<file path="config.mk">
export PLATFORM = sky130hd
export DESIGN_NAME = k007232_host_writer
export DESIGN_NICKNAME = d
export VERILOG_FILES = /design/src/rtl/k007232_pkg.sv /design/src/rtl/k007232_bus_cycle.sv /design/src/rtl/k007232_host_writer.sv
export SDC_FILE = /design/constraint.sdc
export NUM_CORES = 1
export LEC_CHECK = 0
export CAP_MARGIN = 10
export CORE_ASPECT_RATIO = 0.7
export CORE_MARGIN = 2
export CORE_UTILIZATION = 30
export CTS_CLUSTER_SIZE = 40
export DETAILED_ROUTE_END_ITERATION = 10
export SYNTH_ARGS = -nofsm -noshare
export SYNTH_HDL_FRONTEND = slang
export SYNTH_HIERARCHICAL = 1
export SYNTH_SLANG_ARGS = --single-unit
export TNS_END_PERCENT = 10
</file>
<file path="constraint.sdc">
create_clock -name CLK -period 2.14 [get_ports CLK]
set_input_delay 0.214 -clock CLK [delete_from_list [all_inputs] [get_ports CLK]]
set_output_delay 0.214 -clock CLK [all_outputs]
set_load 0.02 [all_outputs]
</file>
<file path="src/rtl/k007232_pkg.sv">
// Shared types and constants for the 007232 host-side register writer.
// Register indices are chip register numbers; ab_enc maps them onto the AB pins.
package k007232_pkg;

  typedef enum logic [1:0] {
    OP_PLAY    = 2'd0,
    OP_VOLUME  = 2'd1,
    OP_LOOPCFG = 2'd2,
    OP_RSVD    = 2'd3
  } op_e;

  localparam logic [3:0] REG_PRE_LO_A   = 4'd0;
  localparam logic [3:0] REG_PRE_HI_A   = 4'd1;
  localparam logic [3:0] REG_ADDR_LO_A  = 4'd2;
  localparam logic [3:0] REG_ADDR_MID_A = 4'd3;
  localparam logic [3:0] REG_ADDR_HI_A  = 4'd4;
  localparam logic [3:0] REG_TRIG_A     = 4'd5;
  localparam logic [3:0] REG_PRE_LO_B   = 4'd6;
  localparam logic [3:0] REG_PRE_HI_B   = 4'd7;
  localparam logic [3:0] REG_ADDR_LO_B  = 4'd8;
  localparam logic [3:0] REG_ADDR_MID_B = 4'd9;
  localparam logic [3:0] REG_ADDR_HI_B  = 4'd10;
  localparam logic [3:0] REG_TRIG_B     = 4'd11;
  localparam logic [3:0] REG_VOL        = 4'd12;
  localparam logic [3:0] REG_LOOP       = 4'd13;
  localparam logic [3:0] REG_NONE       = 4'd14;

  typedef enum logic [1:0] {
    BUS_IDLE,
    BUS_SETUP,
    BUS_STROBE,
    BUS_HOLD
  } bus_state_e;

  typedef enum logic [1:0] {
    TOP_IDLE,
    TOP_RUN,
    TOP_NOP
  } top_state_e;

  typedef struct packed {
    op_e         op;
    logic        ch;
    logic [16:0] addr;
    logic [11:0] pre;
    logic [1:0]  mode;
    logic        loop;
    logic [7:0]  vol;
  } cmd_t;

  function automatic logic [3:0] ab_enc(input logic [3:0] n);
    return {n[3:1], ~n[0]};
  endfunction

endpackage

</file>
<file path="src/rtl/k007232_bus_cycle.sv">
// Single register write engine: SETUP -> STROBE (DACS low) -> HOLD, timed in ce ticks.
// A start in the final HOLD tick chains straight into the next SETUP with no idle gap.
module k007232_bus_cycle
  import k007232_pkg::*;
#(
  parameter int unsigned SETUP_CYC  = 1,
  parameter int unsigned STROBE_CYC = 2,
  parameter int unsigned HOLD_CYC   = 1
) (
  input  logic       clk,
  input  logic       nres,
  input  logic       ce,
  input  logic       start,
  input  logic [3:0] reg_idx,
  input  logic [7:0] data,
  output logic       done,
  output logic       dacs,
  output logic [3:0] ab,
  output logic [7:0] db_out,
  output logic       db_oe
);

  localparam logic [7:0] SETUP_LAST  = 8'(SETUP_CYC - 1);
  localparam logic [7:0] STROBE_LAST = 8'(STROBE_CYC - 1);
  localparam logic [7:0] HOLD_LAST   = 8'(HOLD_CYC - 1);

  bus_state_e state_q, state_d;
  logic [7:0] cnt_q, cnt_d;
  logic [3:0] ab_q, ab_d;
  logic [7:0] db_q, db_d;

  always_comb begin
    state_d = state_q;
    cnt_d   = cnt_q;
    ab_d    = ab_q;
    db_d    = db_q;
    done    = 1'b0;
    case (state_q)
      BUS_SETUP: if (ce) begin
        if (cnt_q == SETUP_LAST) begin
          state_d = BUS_STROBE;
          cnt_d   = 8'd0;
        end else cnt_d = cnt_q + 8'd1;
      end
      BUS_STROBE: if (ce) begin
        if (cnt_q == STROBE_LAST) begin
          state_d = BUS_HOLD;
          cnt_d   = 8'd0;
        end else cnt_d = cnt_q + 8'd1;
      end
      BUS_HOLD: if (ce) begin
        if (cnt_q == HOLD_LAST) begin
          done    = 1'b1;
          state_d = BUS_IDLE;
          cnt_d   = 8'd0;
        end else cnt_d = cnt_q + 8'd1;
      end
      default: state_d = BUS_IDLE;
    endcase
    // Address and data are latched at start so they stay put through STROBE and HOLD.
    if (start) begin
      state_d = BUS_SETUP;
      cnt_d   = 8'd0;
      ab_d    = ab_enc(reg_idx);
      db_d    = data;
    end
  end

  always_ff @(posedge clk) begin
    if (!nres) begin
      state_q <= BUS_IDLE;
      cnt_q   <= 8'd0;
      ab_q    <= 4'hF;
      db_q    <= 8'h00;
    end else begin
      state_q <= state_d;
      cnt_q   <= cnt_d;
      ab_q    <= ab_d;
      db_q    <= db_d;
    end
  end

  assign dacs   = (state_q != BUS_STROBE);
  assign ab     = (state_q == BUS_IDLE) ? 4'hF : ab_q;
  assign db_out = (state_q == BUS_IDLE) ? 8'h00 : db_q;
  assign db_oe  = (state_q != BUS_IDLE);

endmodule

</file>
<file path="src/rtl/k007232_host_writer.sv">
// Command front end for the 007232: captures a command, walks its register write list
// through the bus-cycle engine and keeps the per-channel loop shadow for reg13.
module k007232_host_writer
  import k007232_pkg::*;
#(
  parameter int unsigned SETUP_CYC  = 1,
  parameter int unsigned STROBE_CYC = 2,
  parameter int unsigned HOLD_CYC   = 1
) (
  input  logic        CLK,
  input  logic        NRES,
  input  logic        ce,
  input  logic        cmd_valid,
  output logic        cmd_ready,
  input  logic [1:0]  cmd_op,
  input  logic        cmd_ch,
  input  logic [16:0] cmd_addr,
  input  logic [11:0] cmd_pre,
  input  logic [1:0]  cmd_mode,
  input  logic        cmd_loop,
  input  logic [7:0]  cmd_vol,
  output logic        DACS,
  output logic [3:0]  AB,
  output logic [7:0]  DB_OUT,
  output logic        DB_OE,
  output logic        busy
);

  function automatic logic [3:0] step_reg(input cmd_t c, input logic [2:0] step);
    logic [3:0] base;
    base = c.ch ? REG_PRE_LO_B : REG_PRE_LO_A;
    case (c.op)
      OP_PLAY: begin
        case (step)
          3'd5:    return REG_LOOP;
          3'd6:    return base + 4'd5;
          default: return base + {1'b0, step};
        endcase
      end
      OP_VOLUME:  return REG_VOL;
      OP_LOOPCFG: return REG_LOOP;
      default:    return REG_NONE;
    endcase
  endfunction

  function automatic logic [7:0] step_data(input cmd_t c, input logic [2:0] step,
                                           input logic [1:0] shadow);
    case (c.op)
      OP_PLAY: begin
        case (step)
          3'd0:    return c.pre[7:0];
          3'd1:    return {2'b00, c.mode, c.pre[11:8]};
          3'd2:    return c.addr[7:0];
          3'd3:    return c.addr[15:8];
          3'd4:    return {7'b0, c.addr[16]};
          3'd5:    return {6'b0, shadow};
          default: return 8'h00;
        endcase
      end
      OP_VOLUME:  return c.vol;
      OP_LOOPCFG: return {6'b0, shadow};
      default:    return 8'h00;
    endcase
  endfunction

  top_state_e state_q, state_d;
  cmd_t       cmd_q, cmd_d, cmd_in;
  logic [2:0] step_q, step_d, last_step;
  logic [1:0] shadow_q, shadow_d, shadow_in;
  logic       live_q, live_d;
  logic       start, bus_done;
  logic [3:0] wr_reg;
  logic [7:0] wr_data;

  always_comb begin
    cmd_in = '{op: op_e'(cmd_op), ch: cmd_ch, addr: cmd_addr, pre: cmd_pre,
               mode: cmd_mode, loop: cmd_loop, vol: cmd_vol};
    // The shadow is updated before reg13 goes out, so the first write already sees it.
    shadow_in = shadow_q;
    if (cmd_in.op == OP_PLAY || cmd_in.op == OP_LOOPCFG) shadow_in[cmd_in.ch] = cmd_in.loop;
    last_step = (cmd_q.op == OP_PLAY) ? 3'd6 : 3'd0;

    state_d   = state_q;
    cmd_d     = cmd_q;
    step_d    = step_q;
    shadow_d  = shadow_q;
    live_d    = 1'b1;
    start     = 1'b0;
    wr_reg    = step_reg(cmd_q, step_q + 3'd1);
    wr_data   = step_data(cmd_q, step_q + 3'd1, shadow_q);
    cmd_ready = live_q && (state_q == TOP_IDLE);
    busy      = (state_q != TOP_IDLE);

    case (state_q)
      TOP_IDLE: if (cmd_valid && cmd_ready) begin
        cmd_d    = cmd_in;
        shadow_d = shadow_in;
        step_d   = 3'd0;
        if (cmd_in.op == OP_RSVD) begin
          state_d = TOP_NOP;
        end else begin
          state_d = TOP_RUN;
          start   = 1'b1;
          wr_reg  = step_reg(cmd_in, 3'd0);
          wr_data = step_data(cmd_in, 3'd0, shadow_in);
        end
      end
      TOP_RUN: if (bus_done) begin
        if (step_q == last_step) begin
          state_d = TOP_IDLE;
        end else begin
          step_d = step_q + 3'd1;
          start  = 1'b1;
        end
      end
      default: state_d = TOP_IDLE;
    endcase
  end

  always_ff @(posedge CLK) begin
    if (!NRES) begin
      state_q  <= TOP_IDLE;
      cmd_q    <= '0;
      step_q   <= 3'd0;
      shadow_q <= 2'b00;
      live_q   <= 1'b0;
    end else begin
      state_q  <= state_d;
      cmd_q    <= cmd_d;
      step_q   <= step_d;
      shadow_q <= shadow_d;
      live_q   <= live_d;
    end
  end

  k007232_bus_cycle #(
    .SETUP_CYC (SETUP_CYC),
    .STROBE_CYC(STROBE_CYC),
    .HOLD_CYC  (HOLD_CYC)
  ) u_bus (
    .clk    (CLK),
    .nres   (NRES),
    .ce     (ce),
    .start  (start),
    .reg_idx(wr_reg),
    .data   (wr_data),
    .done   (bus_done),
    .dacs   (DACS),
    .ab     (AB),
    .db_out (DB_OUT),
    .db_oe  (DB_OE)
  );

endmodule
</file>
## After elaboration in Yosys (flattened, before gate mapping)

Index checks and enable logic that the tools add are counted.

| word-level totals | value |
|---|---|
| flip-flop bits (word level) | 72 |
| bits in latches | 0 |
| bits in writable memories | 0 |
| memory bits (read-only) | 0 |
| input port bits | 47 |
| word-level logic and storage cells | 132 |
| memories | 0 |

| cells by class | value |
|---|---|
| add/sub/neg operators | 4 |
| multipliers | 0 |
| div/mod/pow operators | 0 |
| magnitude comparators | 2 |
| equality and inequality tests | 35 |
| shifts and indexed selects | 0 |
| multiplexer cells | 52 |
| bitwise logic cells | 2 |
| reductions and logical operators | 22 |

Operators with widths:

| kind | count |
|---|---|
| $mux 8 | 8 |
| $pmux 8 s3 | 2 |
| $pmux 8 s6 | 1 |
| $pmux 4 s3 | 2 |
| $mux 2 | 11 |
| $mux 3 | 6 |
| $mux 4 | 4 |
| $pmux 8 s2 | 1 |
| $ne 2x2->1 const B | 7 |
| $reduce_and 6->1 | 2 |
| $eq 2x2->1 const B | 5 |
| $mux 1 | 10 |
| $ne 2x1->1 const B | 5 |
| $eq 3x3->1 const B | 3 |
| $ne 3x2->1 const B | 3 |
| $ne 3x3->1 const B | 3 |
| $add 8x1->8 const B | 1 |
| $eq 2x1->1 const B | 4 |
| $eq 8x1->1 const B | 1 |
| $logic_not 2->1 | 4 |
| $logic_not 8->1 | 1 |
| $pmux 4 s2 | 1 |
| $reduce_bool 2->1 | 4 |
| $eq 3x2->1 const B | 2 |
| 21 further kinds | 26 |

## Longest topological paths before layout

| logic depth | value |
|---|---|
| depth in word-level cells | 10 |
| mapped depth | 12 |

## Modules after synthesis

The synthesis kept the hierarchy.

Modules (own cells, without submodules):

| module | instances | cells an instance | area an instance (sq um) | sequential area each (sq um) |
|---|---|---|---|---|
| k007232_host_writer | 1 | 341 | 2803.9 | 1001.0 |
| k007232_bus_cycle | 1 | 124 | 1161.1 | 440.4 |

## Worst setup path before layout

Ideal clock, no wire load.

| timing path | value |
|---|---|
| path kind | reg-to-reg |
| start point | register step_q[0] |
| end point | register u_bus.ab_q[2] |
| setup time | 126 ps |
| data arrival time | 2168 ps |
| required time | 2014 ps |
| setup slack | -155 ps |
| cell stages (with the launch flop) | 11 |
| period minus slack after synthesis | 2295 ps |
| cell sequence | dfxtp_1 > ha_1 > xor2_1 > buf_2 > a21boi_0 > ha_1 > fa_1 > o21ai_0 > a21oi_1 > mux2i_1 > nand2_1 |

| between the ends | value |
|---|---|
| cells in the longest elaborated chain, start to end | 7 |
| elaborated cells on any way between the ends | 13 |
| classes of those cells | add/sub (2); eq/ne (3); mux (8) |

Ends and longest elaborated chain:

| element | line | text |
|---|---|---|
| start, declared | k007232_host_writer.sv:68 | `logic [2:0] step_q, step_d, last_step;` |
| start signal, assigned | k007232_host_writer.sv:130 | `step_q <= step_d;` |
| $add 3x1->3 * | k007232_host_writer.sv:89 | `wr_reg = step_reg(cmd_q, step_q + 3'd1);` |
| $add 3x3->4 or $eq 3x3->1 (tied branches) | k007232_host_writer.sv:37, k007232_host_writer.sv:34 |  |
| $pmux 4 s2 * | k007232_host_writer.sv:34 | `case (step)` |
| $pmux 4 s3 * | k007232_host_writer.sv:32 | `case (c.op)` |
| $mux 4 | k007232_host_writer.sv:99 | `if (cmd_in.op == OP_RSVD) begin` |
| $mux 4 | k007232_host_writer.sv:95 | `TOP_IDLE: if (cmd_valid && cmd_ready) begin` |
| $mux 4 * | k007232_host_writer.sv:94 | `case (state_q)` |
| via wr_reg[2] | k007232_host_writer.sv:72 | `logic [3:0] wr_reg;` |
| end signal, assigned | k007232_bus_cycle.sv:73 | `ab_q <= 4'hF;` |
| end signal, assigned | k007232_bus_cycle.sv:78 | `ab_q <= ab_d;` |
| end, declared | k007232_bus_cycle.sv:29 | `logic [3:0] ab_q, ab_d;` |

Mark *: on every way through the listed nets, which the timed path passes. The rest lies on a longest branch.
A chain may end at the register's enable or synchronous reset.

==> impl_metrics.yaml <==
outcome:
  status: "finished clean"
synthesis:
  synth_top_family_by_area: "simple AND/OR/NAND/NOR gates"
  yosys.area_share.simple: 0.222
  netlist_instances: 465
  netlist_area_sq_mm: 0.00397
  synth_largest_area_cell: "dfxtp_1"
  synth_cell_types: 59
  muxShareOfSynthArea: 0.0568
  synth_top_area_frac: 0.364
  avgSynthCellArea_sq_um: 8.53
  synth_area_leaders: "dfxtp_1 (36%), nand2_1 (9.8%), a21boi_0 (8.5%)"
  synth-seq-cells: 72
  synth_edf_count: 0
  synth-xor-area-share: 0.0177
  synth_compound_area_frac: 0.219
  synthFlopType: "dfxtp_1"
  yosysWarnings: 6
  synthAdderAreaFrac: 0.0713
  synth_fp_nets: 534
  ys_seq_area_frac: 0.364
  synth-async-reset-ratio: 0
die:
  fp.coreArea_sq_mm: 0.0131
  dieArea_sq_mm: 0.0142
  start_util: 0.304
  die_w_microns: 141
  die_h_microns: 100
  num_rows: 35
  io_pins: 63
clock_network:
  cts_tree: "built"
  cts-buffers-inserted: 9
  cts-root-buf: "clkbuf_16"
  cts_num_sinks: 72
  path_clk_slew_ps: 50
  htreeDepth: 3
  cts.path.max_buffers: 2
  clock_latency_ps: 340
detailed_routing:
  viasPerCell: 5.05
  drc: 0
  dr.first_iter.drc_count: 232
  ant_nets: 0
  post_drt_wl_per_cell_microns: 15.5
  drt_first_pass_iters: 5
  wl_microns: 11000
  vias: 3572
setup_path:
  arrival_ps: 1860
  crit_type: "reg -> out"
  cp_max_fo: 6
  endpoint_kind: "primary output"
  critPathMaxStageDelay_ps: 620
  timing.critical_path.slowest_stage_cell: "clkdlybuf4s50_1"
  setup.worst_path.start: "state_q[1]"
  cp.required_ps: 1930
  r2r_start: "step_q[0]"
  worstSetupStartpointType: "register"
  path_cells: "or2_2 -> nor2_1 -> clkdlybuf4s50_1"
sta:
  finalSetupTns_ps: 0
  worstMarginPinSlew_ps: 528
  hold_viol: 0
  report.final.setup_viol: 0
  fin_skew_ps: 6.08
  rsz0062_at_grt: "yes"
  finalCritPeriodShare: 0.970
  period_minus_slack_ps: 2080
  slew_headroom: 0.648
  fmax_mhz: 482
  drv_slew: 0
pwr:
  pwr-share-seq: 0.404
  p_sw_w: 0.000944
  power_w: 0.00362
  p_int_w: 0.00267
  clockPowerShare: 0.421
  powerDensity_mw_per_mm2: 685
  peakVddDrop_mv: 0.341
  comb_power_share: 0.175
  swShare: 0.261
  p_leak_nw: 2.08
finish:
  final_cell_mix: "nand2_1 (102), dfxtp_1 (67), clkdlybuf4s50_1 (54), a21boi_0 (44), buf_4 (27)"
  layout_commonest_cell: "nand2_1"
  fillerInstances: 1286
  drive_gt1_frac: 0.146
  syn2layout_area_growth_pct: 33.1
  final_nets: 605
  antenna_cells: 0
grt:
  grt.overflow.total: 0
  antenna_found_initial: 0
  met2_usage: 0.257
  busiest_layer: "met2"
  grt_util_all_layers: 0.163
  grt_use_met3: 0.0396
  met1_usage: 0.218
  grt_pass1_vias: 3575
  grt_pass1_wl_microns: 18000
  grt_max_degree: 46
min_path:
  holdCritStartpoint: "cmd_addr[14]"
  hold_class: "in -> reg"
job:
  cap_viol_max_count: 0
place:
  portBuffers: 62
  hpwl_microns: 8270
  gp_congestion: 0.869
[cell usage after synthesis, types with 3 or more instances]
cell      number
nor2b_1       20
a21oi_1        9
ha_1          21
a221oi_1       8
inv_1         13
nand2_1      103
buf_2         14
a22o_1         3
nor3_1        10
a22oi_1       13
dfxtp_1       72
a222oi_1       4
a211oi_1       3
and3_1         4
xor2_1         4
mux2i_1       18
clkbuf_1      12
nand3_1        4
xnor2_1        4
buf_1          3
nor2_1        21
mux2_2         4
o21ai_0        8
or2_2          6
a21boi_0      45
[final timing paths]
path	end	slack, ps	cells after the start
setup reg to reg	u_bus/ab_q[2]	70	9
hold / removal	cmd_q[37]	430	3
hold reg to reg	cmd_q[13]	470	2
setup / recovery	cmd_ready	60	3
[per-stage QoR]
step,area (sq um),setup slack [ps],utilization,std cells,hold WS [ps]
finish,5280,63.5,0.404,707,430
global route,5280,-70.2,0.404,707,441
CTS,5230,1.98,0.401,706,420
detailed placement,4930,-91.1,0.378,690,456
global placement,4930,-53.8,0.378,690,450
floorplan,3990,1.17,-,465,242
[state kept, by name, summed over array words and instances, names as in the netlist]
register and flops:
cmd_q 42, live_q 1, shadow_q 2, state_q 2
step_q 3, u_bus/ab_q 4, u_bus/cnt_q 8, u_bus/db_q 8
u_bus/state_q 2
[logic make-up (layout without fill, tap and decap cells)]
family / after synthesis / count (layout)
buffers and inverters: 45 / 121
adders and majority gates: 22 / 22
xor gates and xnor gates: 8 / 8
and+or+nand+nor: 186 / 186
DFF: 72 / 72
AOI/OAI and AO/OA: 110 / 110
muxes: 22 / 22
[layer usage]
layer / up-vias / part of all wire / wire (microns)
li1: 1748 / - / -
met1: 1722 / 0.49 / 5360
met2: 89 / 0.45 / 4900
met3: 13 / 0.051 / 556
met4: 0 / 0.015 / 165
met5: - / 0 / 0
[power groups by stage]
stage | Sequential (W) | Clock (W) | Combinational [W]
CTS | 0.00146 | 0.00156 | 0.000631
global route | 0.00147 | 0.00160 | 0.000696
floorplan | 0.00147 | 0 | 0.000371
detailed placement | 0.00149 | 0 | 0.000625
global placement | 0.00148 | 0 | 0.000618
finish | 0.00146 | 0.00152 | 0.000633
[critical path: cells and delay by family (launching register included)]
kind,cells,cell delay (ps)
flip-flops,1,380
buffers and inverters,1,620
AND/OR/NAND/NOR,2,520
[timing repair]
action | in CTS | in global routing
pin swaps | 0 | 3
hold buffers | 0 | 0
gates resized for setup | 6 | 15
setup buffers | 0 | 1
setup endpoints to repair | 22 | 28
[final cells by class]
type | count | area (sq um) | area share
Clock inverter | 3 | 40.0 | 0.00759
Timing Repair Buffer | 92 | 887 | 0.168
Inverter | 13 | 48.8 | 0.00925
Tap cell | 166 | 208 | 0.0394
Clock buffer | 13 | 260 | 0.0493
Sequential cell | 72 | 1450 | 0.275
Multi-Input combinational cell | 348 | 2380 | 0.452
Power figures use the tool's default switching activity.
